--- src/rtl/cpu_trace_buffer.sv ---
// Circular PC/instruction/memory-traffic trace buffer with PC-match trigger, post-trigger window and oldest-first readout.
// Define TRACE_MEM_ONLY_EN to restrict capture (and triggering) to cycles with mread or mwrite set.
module cpu_trace_buffer #(
  parameter int unsigned DATA_W    = 32,
  parameter int unsigned DEPTH     = 16,
  parameter int unsigned POST_TRIG = 8
) (
  input  logic                          clk,
  input  logic                          rst,
  input  logic                          en,
  input  logic                          arm,
  input  logic [DATA_W-1:0]             trig_pc,
  input  logic [DATA_W-1:0]             pcadd,
  input  logic [DATA_W-1:0]             ins,
  input  logic [DATA_W-1:0]             maddr,
  input  logic [DATA_W-1:0]             mdata,
  input  logic                          mread,
  input  logic                          mwrite,
  output logic                          armed,
  output logic                          triggered,
  output logic                          done,
  input  logic                          rd_en,
  output logic                          rd_valid,
  output logic [DATA_W-1:0]             rd_pc,
  output logic [DATA_W-1:0]             rd_ins,
  output logic [DATA_W-1:0]             rd_addr,
  output logic [DATA_W-1:0]             rd_data,
  output logic [1:0]                    rd_flags,
  output logic                          rd_empty,
  output logic [$clog2(DEPTH):0]        count
);

  localparam int unsigned AW = $clog2(DEPTH);
  localparam int unsigned CW = AW + 1;
  localparam int unsigned EW = 4 * DATA_W + 2;

  typedef enum logic [1:0] {S_IDLE, S_ARMED, S_POST, S_DONE} state_t;

  state_t        state;
  logic [EW-1:0] mem [DEPTH];
  logic [AW-1:0] wr_ptr;
  logic [AW-1:0] rd_ptr;
  logic [CW-1:0] post_cnt;
  logic [CW-1:0] unread;

  logic          sample_c;
  logic          hit_c;
  logic          wr_c;
  logic [AW-1:0] wr_ptr_nxt_c;
  logic [CW-1:0] count_nxt_c;

  // Sample qualification and next write-side pointers.
  always_comb begin
    sample_c     = 1'b0;
    hit_c        = 1'b0;
    wr_c         = 1'b0;
    wr_ptr_nxt_c = wr_ptr + AW'(1);
    count_nxt_c  = (count == CW'(DEPTH)) ? count : count + CW'(1);
`ifdef TRACE_MEM_ONLY_EN
    sample_c     = en & (mread | mwrite);
`else
    sample_c     = en;
`endif
    hit_c        = sample_c && (pcadd == trig_pc);
    wr_c         = sample_c && !arm && ((state == S_ARMED) || (state == S_POST));
  end

  // Entry storage is not reset; only the pointers qualify its contents.
  always_ff @(posedge clk) begin
    if (wr_c) mem[wr_ptr] <= {pcadd, ins, maddr, mdata, mwrite, mread};
  end

  always_ff @(posedge clk or posedge rst) begin
    if (rst) begin
      state     <= S_IDLE;
      armed     <= 1'b0;
      triggered <= 1'b0;
      done      <= 1'b0;
      wr_ptr    <= '0;
      rd_ptr    <= '0;
      post_cnt  <= '0;
      unread    <= '0;
      count     <= '0;
      rd_valid  <= 1'b0;
      rd_pc     <= '0;
      rd_ins    <= '0;
      rd_addr   <= '0;
      rd_data   <= '0;
      rd_flags  <= '0;
      rd_empty  <= 1'b1;
    end else begin
      rd_valid <= 1'b0;
      if (arm) begin
        state     <= S_ARMED;
        armed     <= 1'b1;
        triggered <= 1'b0;
        done      <= 1'b0;
        wr_ptr    <= '0;
        rd_ptr    <= '0;
        post_cnt  <= '0;
        unread    <= '0;
        count     <= '0;
        rd_empty  <= 1'b1;
      end else begin
        case (state)
          S_ARMED: begin
            if (wr_c) begin
              wr_ptr <= wr_ptr_nxt_c;
              count  <= count_nxt_c;
              if (hit_c) begin
                armed <= 1'b0;
                if (POST_TRIG == 0) begin
                  state    <= S_DONE;
                  done     <= 1'b1;
                  rd_ptr   <= wr_ptr_nxt_c - AW'(count_nxt_c);
                  unread   <= count_nxt_c;
                  rd_empty <= 1'b0;
                end else begin
                  state     <= S_POST;
                  triggered <= 1'b1;
                  post_cnt  <= CW'(POST_TRIG);
                end
              end
            end
          end
          S_POST: begin
            if (wr_c) begin
              wr_ptr   <= wr_ptr_nxt_c;
              count    <= count_nxt_c;
              post_cnt <= post_cnt - CW'(1);
              if (post_cnt == CW'(1)) begin
                state     <= S_DONE;
                triggered <= 1'b0;
                done      <= 1'b1;
                rd_ptr    <= wr_ptr_nxt_c - AW'(count_nxt_c);
                unread    <= count_nxt_c;
                rd_empty  <= 1'b0;
              end
            end
          end
          S_DONE: begin
            // Read pointer starts at the oldest surviving entry.
            if (rd_en && !rd_empty) begin
              rd_valid <= 1'b1;
              {rd_pc, rd_ins, rd_addr, rd_data, rd_flags} <= mem[rd_ptr];
              rd_ptr   <= rd_ptr + AW'(1);
              unread   <= unread - CW'(1);
              rd_empty <= (unread == CW'(1));
            end
          end
          default: ;
        endcase
      end
    end
  end

endmodule
--- config.mk ---
export PLATFORM = sky130hd
export DESIGN_NAME = cpu_trace_buffer
export DESIGN_NICKNAME = d
export VERILOG_FILES = /design/src/rtl/cpu_trace_buffer.sv
export SDC_FILE = /design/constraint.sdc
export NUM_CORES = 2
export LEC_CHECK = 0
export BUFFER_PORTS_ARGS = -buffer_cell sky130_fd_sc_hd__buf_2
export CAP_MARGIN = 30
export CORE_MARGIN = 2
export CORE_UTILIZATION = 35
export CTS_CLUSTER_SIZE = 16
export DETAILED_ROUTE_END_ITERATION = 8
export GPL_TIMING_DRIVEN = 0
export HOLD_SLACK_MARGIN = 0.02
export PLACE_DENSITY_LB_ADDON = 0.05
export SLEW_MARGIN = 20
export SYNTH_ARGS = -nofsm -noshare
export SYNTH_HDL_FRONTEND = slang
export SYNTH_SLANG_ARGS = --single-unit
--- constraint.sdc ---
create_clock -name clk -period 25 [get_ports clk]
set_clock_uncertainty 0.1 [all_clocks]
set_input_delay 5 -clock clk [delete_from_list [all_inputs] [get_ports clk]]
set_output_delay 5 -clock clk [all_outputs]
set_load 0.02 [all_outputs]
==> results.json <==
{
  "status": "completed",
  "io_pins": 307,
  "hold_start": "rd_ins[30]",
  "cp_max_fo": 10,
  "synth_seq_cells": 2240,
  "post_cts_buffers": 0,
  "wl_per_cell_um": 30.07,
  "synth_top_area_share_pct": 72.58,
  "cp.arrival_ns": 8.75,
  "p_comb_share_pct": 10.2,
  "timing.slew.headroom_pct": 28.39,
  "drtAntennaViolNets": 0,
  "hold_violations": 0,
  "path_buf_inv": 11,
  "dr.pass1.iters": 6,
  "dpl.hpwl_um": 177100,
  "multi_input_area_sq_um": 18360,
  "grt_pass1_vias": 46393,
  "die_w_um": 499.9,
  "critPathCaptureType": "flop",
  "switching_share_pct": 23.88,
  "yosys.area.top_type": "edfxtp_1",
  "initial_utilization_pct": 35.09,
  "finalSetupViolations": 0,
  "post-place-ws_ns": 15.75,
  "drt-vias-per-instance": 5.295,
  "avgSynthCellArea_sq_um": 19.43,
  "grt_usage_pct": 20.72,
  "h-tree-depth": 5,
  "antenna_found_initial": 44,
  "portBuffers": 306,
  "power_frac_clock_pct": 42.4,
  "yosysWarnings": 0,
  "vias": 45858,
  "fin_nets": 5428,
  "fin_ws_ns": 16.75,
  "critPathKind": "in2reg",
  "pwr-share-seq_pct": 47.4,
  "fillers": 21601,
  "drive_above_1_share_pct": 24.14,
  "min_period_ns": 8.245,
  "worstReg2RegStart": "state[0]",
  "grt_pass1_wl_um": 365600,
  "worst_pin_slew_ns": 1.074,
  "clkTransAtPathRegs_ns": 0.05,
  "netlist_area_sq_um": 86060,
  "die_area_sq_um": 249900,
  "ys.flop_type": "edfxtp_1",
  "p_per_area_nw_per_um2": 85.28,
  "drt_iter0_drc": 3960,
  "cts_tree": "done",
  "slowest_delay_ns": 0.57,
  "overflow": 0,
  "hold_class": "reg2reg",
  "ir_drop_mv": 0.05477,
  "clockBufferDepth": 4,
  "crit_path_cell_trace": "buf_2 -> nand2b_1 -> clkbuf_1 -> clkbuf_1 -> nor2_1 -> nand2_1 -> nor3_2 -> buf_4 -> buf_4 -> buf_4 -> buf_4 -> buf_4 -> buf_6 -> buf_4 -> buf_4",
  "cts_made_buffers": 275,
  "regArea_sq_um": 66470,
  "gp_congestion": 0.7396,
  "p_int_mw": 6.741,
  "synthArstFlopShare_pct": 7.143,
  "chipHeight_um": 499.9,
  "crit_family": "buffers and inverters",
  "fin_hold_ws_ns": 0.3757,
  "ys_seq_area_share_pct": 77.23,
  "yosysUniqueCellTypes": 61,
  "area_growth_pct": 20.67,
  "routed_wl_um": 260400,
  "core_area_sq_um": 245300,
  "cap_violations": 0,
  "p_leak_nw": 33.05,
  "syn_inst": 4429,
  "startpoint": "en",
  "synth.net_count": 4614,
  "fp-row-count": 182,
  "cp-start-kind": "input port",
  "rsz0062_at_grt": "no",
  "required_ns": 25.50,
  "switching_power_mw": 2.115,
  "fin_crit_sh_pct": 32.98,
  "worst_path_max_delay_cell": "nor3_2",
  "crit_path_frequent_cell": "buf_4",
  "placed_area_sq_um": 95390,
  "drc": 0,
  "cts_resized": 0,
  "fmax_mhz": 121.3,
  "drv_slew": 0,
  "clock_latency_ns": 0.92,
  "synth_area_leaders": "edfxtp_1, mux4_2, mux2i_1",
  "synth-edff-count": 2080,
  "cts_sinks": 2240,
  "holdBufCountCts": 0,
  "grt_max_degree": 73,
  "cts_root_buf": "clkbuf_16",
  "tns_ns": 0,
  "stdcell_area_sq_um": 103800
}
## power by group through the flow
stage	registers [mW]	logic (mW)	clock network (mW)
6_report	4.20	0.902	3.75
5_1_grt	4.21	0.975	4.01
4_1_cts	4.20	0.922	3.86
3_5_place_dp	4.28	0.919	0
3_3_place_gp	4.32	0.890	0
2_1_floorplan	4.32	0.463	0
## cells in the final DEF (no fill, tap or decap), drive strengths merged, types with 5 or more instances in the layout
| cell type | count |
|---|---|
| edfxtp | 2080 |
| buf | 667 |
| clkbuf | 517 |
| mux2i | 513 |
| nand2 | 397 |
| o221ai | 379 |
| mux4 | 268 |
| dfrtp | 159 |
| o21ai | 143 |
| clkinv | 57 |
| xnor2 | 35 |
| nor2 | 28 |
| inv | 26 |
| a21oi | 18 |
| ha | 17 |
| bufinv | 13 |
| nand2b | 11 |
| nand4 | 11 |
| nor3 | 10 |
| diode | 9 |
| a211oi | 8 |
| a21o | 6 |
| xor2 | 6 |
| nand3 | 6 |
| a22oi | 5 |
| or3 | 5 |
## sequential cells by signal, indices dropped and copies added, names as in the netlist
register,cells
mem,2080
rd_addr,32
rd_data,32
rd_ins,32
rd_pc,32
count,5
post_cnt,5
unread,5
rd_ptr,4
wr_ptr,4
rd_flags,2
state,2
armed,1
done,1
rd_empty,1
rd_valid,1
triggered,1
## kinds of logic after synthesis
logic type	count (synthesis)	share of synthesized area, %
adder cells (fa/ha/maj)	18	0.2704
flip-flops	2240	77.23
buffers and inverters	279	1.569
XOR/XNOR	41	0.4173
AND/OR/NAND/NOR	486	2.312
multiplexers	781	12.98
AO/OA/AOI/OAI	584	5.218
## cell usage after synthesis (2+ instances only)
cell,instances
buf_1,10
a21oi_1,18
o31a_1,3
buf_2,80
a211o_1,2
mux4_2,268
buf_6,12
clkbuf_4,2
o21ai_1,62
nand2b_1,11
mux2i_1,513
o31ai_1,2
and3_1,2
a31oi_1,2
o221ai_1,379
nand4_1,10
xnor2_1,35
nor3_1,10
o21a_1,2
nor2_1,28
nor2b_1,4
or3_1,5
dfrtp_1,159
buf_4,28
clkbuf_1,127
inv_1,20
nand3_1,6
nand3b_1,2
a211oi_1,8
nand2_1,397
a21o_1,6
a22oi_1,5
edfxtp_1,2080
o32ai_1,4
o21ai_0,80
xor2_1,6
ha_1,17
## through the flow
step / total power, mW / cells / utilization (%)
global placement: 5.209 / 7955 / 37.36
finish: 8.856 / 8660 / 42.34
global route: 9.189 / 8653 / 42.33
CTS: 8.989 / 8647 / 42.31
detailed placement: 5.199 / 8182 / 38.90
floorplan: 4.784 / 4429 / -
## final timing paths
check	end	slack, ns	cells past startpoint
max	mem[2][65]	16.75	15
min	rd_ins[30]	0.38	2
max reg2reg	mem[2][65]	20.21	16
min reg2reg	rd_ins[30]	0.38	2
max in group asynchronous	state[0]	19.90	3
min in group asynchronous	rd_addr[15]	4.00	2
## metal layers
| metal | share of wire, % | vias to the layer above | track usage (%) |
|---|---|---|---|
| met5 | 0.053 | - | 0 |
| met4 | 2.0 | 22 | 4.874 |
| met3 | 5.4 | 362 | 4.086 |
| met2 | 47 | 1174 | 32.70 |
| met1 | 46 | 24440 | 29.55 |
| li1 | - | 19860 | - |
## worst reg2reg max path, delay by kind of cell (launching register included)
kind | cells | cell delay [ns]
flops | 1 | 0.43
simple gates | 4 | 1.30
buf+inv | 11 | 2.35
fa+ha+maj | 1 | 0.30
## layout make-up
| class | instances | share of cell area [%] |
|---|---|---|
| flip-flops and latches | 2240 | 64.01 |
| well taps | 3220 | 3.880 |
| clock inverters | 77 | 0.7037 |
| inverters | 20 | 0.07952 |
| diodes | 9 | 0.02169 |
| clock buffers | 388 | 7.363 |
| multi-input cells | 1910 | 17.68 |
| repair buffers | 537 | 5.030 |
| plain buffers | 259 | 1.236 |
(Power assumes the default switching activity.)
